**config.mk**
```make
export PLATFORM = sky130hd
export DESIGN_NAME = regfile_bypass_sb
export DESIGN_NICKNAME = d
export VERILOG_FILES = /design/src/rtl/regfile_pkg.sv /design/src/rtl/regfile_scoreboard.sv /design/src/rtl/regfile_bypass_sb.sv
export SDC_FILE = /design/constraint.sdc
export NUM_CORES = 2
export LEC_CHECK = 0
export ABC_AREA = 1
export CORE_ASPECT_RATIO = 1.25
export CORE_MARGIN = 5
export CORE_UTILIZATION = 48
export CTS_BUF_LIST = sky130_fd_sc_hd__clkbuf_4
export DETAILED_ROUTE_END_ITERATION = 6
export PLACE_DENSITY = 0.68
export SETUP_SLACK_MARGIN = 0.3
export SLEW_MARGIN = 30
export SYNTH_ARGS = -nofsm -noshare
export SYNTH_HDL_FRONTEND = slang
export SYNTH_SLANG_ARGS = --single-unit
export TNS_END_PERCENT = 20
```
**constraint.sdc**
```tcl
create_clock -name clk -period 42.1 [get_ports clk]
set_input_delay 8.42 -clock clk [delete_from_list [all_inputs] [get_ports clk]]
set_output_delay 8.42 -clock clk [all_outputs]
set_load 0.05 [all_outputs]
```
**src/rtl/regfile_pkg.sv**
```systemverilog
// Shared constants for the register-file slice.
// Default geometry plus well-known register indices.
package regfile_pkg;

  localparam int DATA_W_DEF   = 32;
  localparam int NUM_REGS_DEF = 32;

  localparam int REG_ZERO = 0;
  localparam int REG_RA   = 31;

  // True when addr names the hardwired-zero register
  // and that register is enabled.
  function automatic logic is_zero_reg(
    input int   zero_en,
    input logic [31:0] addr
  );
    return (zero_en != 0) && (addr == 32'(REG_ZERO));
  endfunction

endpackage

```
**src/rtl/regfile_scoreboard.sv**
```systemverilog
// Pending-bit scoreboard: one bit per architectural register.
// Ports: set (issue), clr (write-back), flush, two raw busy lookups.
module regfile_scoreboard
  import regfile_pkg::*;
#(
  parameter int NUM_REGS = NUM_REGS_DEF,
  parameter int ZERO_REG = 1,
  localparam int ADDR_W  = $clog2(NUM_REGS)
) (
  input  logic              clk,
  input  logic              reset,
  input  logic              set_en_i,
  input  logic [ADDR_W-1:0] set_addr_i,
  input  logic              clr_en_i,
  input  logic [ADDR_W-1:0] clr_addr_i,
  input  logic              flush_i,
  input  logic [ADDR_W-1:0] lk_addr_a_i,
  input  logic [ADDR_W-1:0] lk_addr_b_i,
  output logic              busy_a_o,
  output logic              busy_b_o
);

  logic [NUM_REGS-1:0] pend_q;
  logic [NUM_REGS-1:0] pend_d;

  // Order matters: a same-cycle issue overrides the
  // write-back clear, and flush overrides both.
  always_comb begin
    pend_d = pend_q;
    if (clr_en_i) begin
      pend_d[clr_addr_i] = 1'b0;
    end
    if (set_en_i) begin
      pend_d[set_addr_i] = 1'b1;
    end
    if (flush_i) begin
      pend_d = '0;
    end
    if (ZERO_REG != 0) begin
      pend_d[REG_ZERO] = 1'b0;
    end
  end

  always_ff @(posedge clk or posedge reset) begin
    if (reset) begin
      pend_q <= '0;
    end else begin
      pend_q <= pend_d;
    end
  end

  assign busy_a_o = pend_q[lk_addr_a_i];
  assign busy_b_o = pend_q[lk_addr_b_i];

endmodule

```
**src/rtl/regfile_bypass_sb.sv**
```systemverilog
// 2R/1W register file with write bypass, zero register and scoreboard.
// Ports: rd_* (ID reads + hazard), wr_* (WB), iss_* (issue), flush.
module regfile_bypass_sb
  import regfile_pkg::*;
#(
  parameter int DATA_W   = DATA_W_DEF,
  parameter int NUM_REGS = NUM_REGS_DEF,
  parameter int ZERO_REG = 1,
  parameter int BYPASS   = 1,
  localparam int ADDR_W  = $clog2(NUM_REGS)
) (
  input  logic              clk,
  input  logic              reset,
  input  logic [ADDR_W-1:0] rd_addr_a,
  input  logic [ADDR_W-1:0] rd_addr_b,
  output logic [DATA_W-1:0] rd_data_a,
  output logic [DATA_W-1:0] rd_data_b,
  output logic              rd_busy_a,
  output logic              rd_busy_b,
  input  logic              wr_en,
  input  logic [ADDR_W-1:0] wr_addr,
  input  logic [DATA_W-1:0] wr_data,
  input  logic              iss_en,
  input  logic [ADDR_W-1:0] iss_addr,
  input  logic              flush
);

  logic [DATA_W-1:0] regs_q [NUM_REGS];

  logic wr_zero;
  logic iss_zero;
  logic wr_ok;
  logic iss_ok;

  assign wr_zero  = is_zero_reg(ZERO_REG, 32'(wr_addr));
  assign iss_zero = is_zero_reg(ZERO_REG, 32'(iss_addr));
  assign wr_ok    = wr_en && !wr_zero;
  // Flush squashes the issue at the scoreboard itself.
  assign iss_ok   = iss_en && !iss_zero;

  always_ff @(posedge clk or posedge reset) begin
    if (reset) begin
      for (int i = 0; i < NUM_REGS; i++) begin
        regs_q[i] <= '0;
      end
    end else if (wr_ok) begin
      regs_q[wr_addr] <= wr_data;
    end
  end

  logic sb_busy_a;
  logic sb_busy_b;

  regfile_scoreboard #(
    .NUM_REGS (NUM_REGS),
    .ZERO_REG (ZERO_REG)
  ) u_sb (
    .clk         (clk),
    .reset       (reset),
    .set_en_i    (iss_ok),
    .set_addr_i  (iss_addr),
    .clr_en_i    (wr_ok),
    .clr_addr_i  (wr_addr),
    .flush_i     (flush),
    .lk_addr_a_i (rd_addr_a),
    .lk_addr_b_i (rd_addr_b),
    .busy_a_o    (sb_busy_a),
    .busy_b_o    (sb_busy_b)
  );

  logic zero_a;
  logic zero_b;
  logic hit_a;
  logic hit_b;

  assign zero_a = is_zero_reg(ZERO_REG, 32'(rd_addr_a));
  assign zero_b = is_zero_reg(ZERO_REG, 32'(rd_addr_b));

  // A write landing this cycle makes the value
  // available now, so it also cancels the hazard.
  assign hit_a = (BYPASS != 0) && wr_en
              && (wr_addr == rd_addr_a);
  assign hit_b = (BYPASS != 0) && wr_en
              && (wr_addr == rd_addr_b);

  always_comb begin
    rd_data_a = regs_q[rd_addr_a];
    rd_busy_a = sb_busy_a;
    if (zero_a) begin
      rd_data_a = '0;
      rd_busy_a = 1'b0;
    end else if (hit_a) begin
      rd_data_a = wr_data;
      rd_busy_a = 1'b0;
    end
  end

  always_comb begin
    rd_data_b = regs_q[rd_addr_b];
    rd_busy_b = sb_busy_b;
    if (zero_b) begin
      rd_data_b = '0;
      rd_busy_b = 1'b0;
    end else if (hit_b) begin
      rd_data_b = wr_data;
      rd_busy_b = 1'b0;
    end
  end

endmodule

```
Word-level counts from Yosys, hierarchy flattened
Cells that the tools add are included.
{ "word_totals": {"ff_bits": 1055, "word_cells": 92, "in_bits": 57, "output_inout_bits": 66} }
{ "classes": {"bitwise_logic": 6, "magnitude_cmp": 10, "n_mux": 28, "eq_ne": 2, "reduce_logical": 13} }
{ "ops": {"columns": ["op", "count"], "rows": [
  ["$bwmux W1024", 1],
  ["$mux W32", 12],
  ["$bmux W32 S5", 2],
  ["$demux W32 S5", 1],
  ["$and A32 B32 Y32", 1],
  ["$not A32 Y32", 1],
  ["$or A32 B32 Y32", 1],
  ["$lt A5 B6 Y1 const B", 4],
  ["$logic_not A5 Y1", 4],
  ["$ge A6 B6 Y1 const B", 3],
  ["$not A5 Y6", 3],
  ["$bmux W1 S5", 2],
  ["$demux W1 S5", 2],
  ["$eq A5 B5 Y1", 2],
  ["$ge A5 B1 Y1 const B", 2],
  ["$mux W1", 8],
  ["$logic_and A1 B1 Y1", 7],
  ["$lt A6 B1 Y1 const B", 1],
  ["$logic_not A1 Y1", 2]
]} }

Longest topological paths before layout
{ "logic_depth": {"ltp_word": 10, "mapped_depth": 14} }

By module
Synthesis repeated with hierarchy kept, for this count alone.
{ "hier_totals": {"cells_unflattened": 9114, "hier_area_um2": 61416.4} }
{ "modules_own_cells": {"columns": ["mod", "area_per_inst_um2", "cells_per_inst", "seq_area_each_um2", "n_inst"], "rows": [
  ["regfile_bypass_sb", 59270.6, 8795, 25624.6, 1],
  ["regfile_scoreboard", 2145.8, 319, 775.7, 1]
]} }

Least setup slack after synthesis
No wires, ideal clock.
{ "synth_timing": {"path_type": "input to output", "from": "input rd_addr_b[1]", "to": "output rd_data_b[15]", "path_slack_ps": 23410, "path_stages": 10, "required_ps": 33680, "arrival_time_ps": 10270, "n_path_buf": 3, "path_cell_list": "buf_2 inv_2 buf_2 clkbuf_1 nand3_1 nand3_1 nand3_1 nand3_1 nand2_1 a21oi_1"} }
{ "synth_between": {"elab_chain_cells": 6, "elab_cells_between_ends": 9, "cone_classes": "1 x eq/ne; 5 x mux; 1 x bitwise; 2 x reduce/logical"} }
{ "synth_lines": {"columns": ["item", "line_no", "rtl"], "rows": [
  ["start, declared", "regfile_bypass_sb.sv:15", "input logic [ADDR_W-1:0] rd_addr_b,"],
  ["$not A5 Y6 (implied by the code)", "regfile_bypass_sb.sv:99", "rd_data_b = regs_q[rd_addr_b];"],
  ["$bmux W32 S5", "regfile_bypass_sb.sv:99", null],
  ["$mux W32 (implied by the code) (2 in a row)", "regfile_bypass_sb.sv:99", null],
  ["$mux W32", "regfile_bypass_sb.sv:104", "end else if (hit_b) begin"],
  ["$mux W32 *", "regfile_bypass_sb.sv:101", "if (zero_b) begin"],
  ["end, declared", "regfile_bypass_sb.sv:17", "output logic [DATA_W-1:0] rd_data_b,"]
]} }
Every way passes the cells marked *; elsewhere a longest branch is shown, timed or not. The select of a mux whose other input is x is not followed.

Worst setup path after layout
{ "layout_timing": {"from": "input rd_addr_a[0]", "to": "output rd_data_a[15]"} }
{ "layout_between": {"elab_chain_cells": 6, "elab_cells_between_ends": 9, "cone_classes": "1 x eq/ne; 5 x mux; 1 x bitwise; 2 x reduce/logical"} }
{ "layout_lines": {"columns": ["item", "line_no", "rtl"], "rows": [
  ["start, declared", "regfile_bypass_sb.sv:14", "input logic [ADDR_W-1:0] rd_addr_a,"],
  ["$not A5 Y6 (implied by the code)", "regfile_bypass_sb.sv:87", "rd_data_a = regs_q[rd_addr_a];"],
  ["$bmux W32 S5", "regfile_bypass_sb.sv:87", null],
  ["$mux W32 (implied by the code) (2 in a row)", "regfile_bypass_sb.sv:87", null],
  ["$mux W32", "regfile_bypass_sb.sv:92", "end else if (hit_a) begin"],
  ["$mux W32 *", "regfile_bypass_sb.sv:89", "if (zero_a) begin"],
  ["end, declared", "regfile_bypass_sb.sv:16", "output logic [DATA_W-1:0] rd_data_a,"]
]} }
Marked as above.

==> impl_metrics.csv <==
group,metric,value,unit
outcome,status,"finished with violations",
outcome,failed_checks,"DRC",
drt,route.detailed.vias_per_inst,6.08,
timing,timing.final.crit_share,0.521,
setup_path,worst_ep_required_time,33.68,ns
drt,drtPass1Iterations,7,
floorplanning,die_width,327,um
timing,rsz0062_at_grt,"no",
synthesis,syn_area_per_cell,7.02,um2
worst_hold_path,timing.hold.worst_endpoint,"regs_q[1007]$_DFFE_PP0P_",
clock_tree,cts.sinks,1055,
floorplanning,initial_utilization,0.482,
job,timing.max_cap.violations,0,
clock_tree,htree_num_levels,5,
clock_tree,clock-root-buffer,"sky130_fd_sc_hd__clkbuf_4",
synthesis,ys_seq_area_frac,0.439,
power_and_ir_drop,pwr_density_cell,45.0,nW/um2
floorplanning,fp.dieH,406,um
worst_hold_path,hold-path-cell-count,0,
timing,whs,0.383,ns
global_routing,number_of_antenna_violations_at_the_first_check_in_global_routing,14,
setup_path,worstSetupEndpointType,"output pin",
clock_tree,clkTransAtPathRegs,0.06,ns
final_layout,layout_filler_cell_count,12300,
power_and_ir_drop,total_power,2.93,mW
synthesis,ys_ff_latch,1055,
synthesis,asyncSetResetFlopFracSynth,1.00,
setup_path,crit_path_start,"rd_addr_a[0]",
synthesis,number_of_synthesized_flops_with_an_enable_pin,0,
global_routing,track_usage,0.354,
timing,layout_min_cycle_time,21.93,ns
timing,finalSetupViolations,0,
timing,final-hold-violation-count,0,
worst_hold_path,hp-class,"flop to flop",
setup_path,critPathKind,"input pin to output pin",
global_routing,grt_max_degree,151,
power_and_ir_drop,max-vdd-ir-drop,0.0264,mV
synthesis,synth.lib_cells_used.distinct,37,
setup_path,regToRegSetupSlack,41.32,ns
timing,number_of_max_slew_violations_in_the_final_report,0,
global_routing,grt_first_pass_wirelength,358,mm
synthesis,synthesis.nets,8626,
global_routing,grt_pass1_vias,58200,
clock_tree,cts_made_buffers,305,
timing,timing.clock.skew,0,ns
final_layout,finalCoreUtilization,0.521,
drt,drt.antenna.violating_nets,0,
global_routing,grt.overflow.total,0,
setup_path,worst-path-max-fanout,135,
clock_tree,cts_tree,"built",
placed_design,place_congestion,0.889,
timing,slew_headroom,0.269,
clock_tree,post_cts.resized_instances,0,
timing,setup_tns,0,ns
timing,worst_pin_slew,1.10,ns
setup_path,crit-reg2reg-launch,"regs_q[991]$_DFFE_PP0P_",
setup_path,timing.critical_path.slowest_stage_cell,"sky130_fd_sc_hd__buf_4",
synthesis,yosys_most_used_dff,"sky130_fd_sc_hd__dfrtp_1",
setup_path,cp_cell_sequence,"buf_8 -> inv_8 -> buf_4 -> buf_4 -> buf_4 -> nand2_1 -> nand3_1 -> nand3_1 -> nand3_1 -> nand3_1 -> nand2_1 -> a21oi_1 -> clkdlybuf4s50_1",
drt,postRouteWirelength,241,mm
setup_path,cp.buffers_inverters,6,
clock_tree,clock_insertion_delay_worst_skew,1.25,ns
placed_design,placement.setup.worst_slack,20.33,ns
floorplanning,die_area,132000,um2
floorplanning,placement_rows,145,
placed_design,dp_hpwl,132,mm
setup_path,worst-endpoint-arrival,13.51,ns
floorplanning,i_o_pins,123,
synthesis,netlist.top_cell.by_area,"sky130_fd_sc_hd__dfrtp_1",
final_layout,layout.nets,8398,
timing,finalWorstSetupSlack,20.17,ns
final_layout,syn_to_final_growth,8.16,%
synthesis,cell_types_with_the_largest_area_share_after_synthesis,"sky130_fd_sc_hd__dfrtp_1, sky130_fd_sc_hd__nand2_1, sky130_fd_sc_hd__o21ai_0",
setup_path,critical_path.max_stage_delay,0.87,ns
setup_path,crit-reg2reg-capture,"regs_q[991]$_DFFE_PP0P_",
setup_path,worstSetupPathDepth,13,
drt,drt-wirelength-per-cell,23.7,um
setup_path,critPathLaunchType,"input pin",
drt,detailroute.via_count,61800,
placed_design,buffer_ports.inserted,122,
setup_path,crit_family,"buffers and inverters",
timing,fmaxAchievable,45.6,MHz
clock_tree,cts_setup_buffers,0,
synthesis,synth-warning-count,0,
synthesis,netlist_area,60100,um2
setup_path,critPathMostFrequentCell,"sky130_fd_sc_hd__nand3_1",
floorplanning,core_area,125000,um2
drt,drt_drc_violations_left,17,
final_layout,share_of_cells_above_drive_strength_1,0.0796,
clock_tree,post_cts_hold_buffer_count,0,
setup_path,worstRegToRegCells,2,
drt,initialDrtViolationCount,8785,
synthesis,syn_inst,8569,
power_and_ir_drop,static-leakage-power,30.6,nW
clock_tree,cts_max_path_buffers,4,
worst_hold_path,hold_path_startpoint,"regs_q[1007]$_DFFE_PP0P_",
synthesis,post-synth-top-area-fraction,0.439,
## cell usage after synthesis (3+ instances only)
cell type,instances
sky130_fd_sc_hd__a21oi_1,384
sky130_fd_sc_hd__a31oi_1,3
sky130_fd_sc_hd__buf_1,74
sky130_fd_sc_hd__buf_2,265
sky130_fd_sc_hd__buf_4,7
sky130_fd_sc_hd__buf_6,4
sky130_fd_sc_hd__clkbuf_1,422
sky130_fd_sc_hd__clkbuf_2,4
sky130_fd_sc_hd__dfrtp_1,1055
sky130_fd_sc_hd__inv_1,733
sky130_fd_sc_hd__inv_2,15
sky130_fd_sc_hd__nand2_1,2655
sky130_fd_sc_hd__nand2_4,3
sky130_fd_sc_hd__nand3_1,1089
sky130_fd_sc_hd__nand3b_1,7
sky130_fd_sc_hd__nand4_1,3
sky130_fd_sc_hd__nor2_1,155
sky130_fd_sc_hd__nor2_2,4
sky130_fd_sc_hd__nor2_4,11
sky130_fd_sc_hd__nor2_8,3
sky130_fd_sc_hd__nor3_1,10
sky130_fd_sc_hd__o211ai_1,349
sky130_fd_sc_hd__o21ai_0,1217
sky130_fd_sc_hd__o21ai_1,67
sky130_fd_sc_hd__o21ai_2,4
sky130_fd_sc_hd__o22ai_1,3
sky130_fd_sc_hd__or2_2,9
## through the flow
stage,area (um2),cells
2_1_floorplan,60100,8569
3_3_place_gp,61200,9644
3_5_place_dp,61200,9646
4_1_cts,64800,10100
5_1_grt,65000,10200
6_report,65000,10200
## per-layer routing
layer | routed length, um | GRT usage | part of all wire
met4 | 16800 | 0.218 | 0.070
met3 | 32400 | 0.0970 | 0.13
met1 | 87600 | 0.448 | 0.36
met2 | 104000 | 0.542 | 0.43
met5 | 31 | 0 | 0.00013
## logic make-up (layout without fill, tap and decap cells)
family / Yosys count / in the layout / share of synthesized area
other: 0 / 9 / 0
AOI/OAI and AO/OA: 2028 / 2028 / 0.184
xor gates and xnor gates: 2 / 2 / 0.000291
DFF: 1055 / 1055 / 0.439
buffers and inverters: 1528 / 1487 / 0.102
and+or+nand+nor: 3956 / 3956 / 0.274
## sequential cells by signal (all words and copies together), names as in the netlist
name and count:
regs_q 1024, u_sb.pend_q 31
## layout by cell type, fill, tap and decap left out, types with 3 or more instances in the layout
cell type / n
sky130_fd_sc_hd__buf_16: 3
sky130_fd_sc_hd__inv_1: 726
sky130_fd_sc_hd__nand2_4: 10
sky130_fd_sc_hd__nor2_8: 3
sky130_fd_sc_hd__o211ai_1: 349
sky130_fd_sc_hd__buf_8: 4
sky130_fd_sc_hd__inv_8: 3
sky130_fd_sc_hd__nand3_1: 1079
sky130_fd_sc_hd__clkdlybuf4s50_1: 111
sky130_fd_sc_hd__nand4_1: 3
sky130_fd_sc_hd__o21ai_2: 4
sky130_fd_sc_hd__nor2_4: 17
sky130_fd_sc_hd__nand3b_1: 7
sky130_fd_sc_hd__o21ai_0: 1217
sky130_fd_sc_hd__buf_4: 104
sky130_fd_sc_hd__clkinv_1: 39
sky130_fd_sc_hd__buf_2: 3
sky130_fd_sc_hd__nand2_8: 4
sky130_fd_sc_hd__buf_12: 5
sky130_fd_sc_hd__nor2_1: 148
sky130_fd_sc_hd__buf_6: 11
sky130_fd_sc_hd__nand3_4: 8
sky130_fd_sc_hd__nand2_1: 2645
sky130_fd_sc_hd__clkbuf_4: 449
sky130_fd_sc_hd__dfrtp_1: 1055
sky130_fd_sc_hd__a21oi_1: 384
sky130_fd_sc_hd__nand2_2: 3
sky130_fd_sc_hd__or2_2: 9
sky130_fd_sc_hd__nor2_2: 5
sky130_fd_sc_hd__inv_4: 5
sky130_fd_sc_hd__inv_2: 16
sky130_fd_sc_hd__diode_2: 9
sky130_fd_sc_hd__o22ai_1: 3
sky130_fd_sc_hd__clkinv_2: 3
sky130_fd_sc_hd__o21ai_1: 67
sky130_fd_sc_hd__a31oi_1: 3
sky130_fd_sc_hd__nor3_1: 10
## worst max-delay path by stage
stage	slack (ns)	to
global route	19.99	rd_data_a[12]
global placement	20.34	rd_data_a[12]
detailed placement	20.33	rd_data_a[12]
CTS	20.32	rd_data_a[12]
finish	20.17	rd_data_a[15]
floorplan	3.98	regs_q[0]$_DFFE_PP0P_
## where the power goes
part | switching (mW) | total, mW | leakage, nW | internal (mW)
combinational | 0.443 | 0.655 | 15.3 | 0.212
clock | 0.452 | 0.946 | 2.18 | 0.494
sequential | 0.115 | 1.33 | 13.2 | 1.21
## cell type report
type	count	area (um2)	area share
Multi-Input combinational cell	5986	27800	0.428
Antenna cell	9	22.5	0.000346
Clock buffer	449	3370	0.0518
Tap cell	1617	2020	0.0311
Sequential cell	1055	26400	0.406
Timing Repair Buffer	241	2270	0.0350
Inverter	752	2880	0.0443
Clock inverter	45	224	0.00344
No activity file was read; power rests on OpenSTA's default activity.
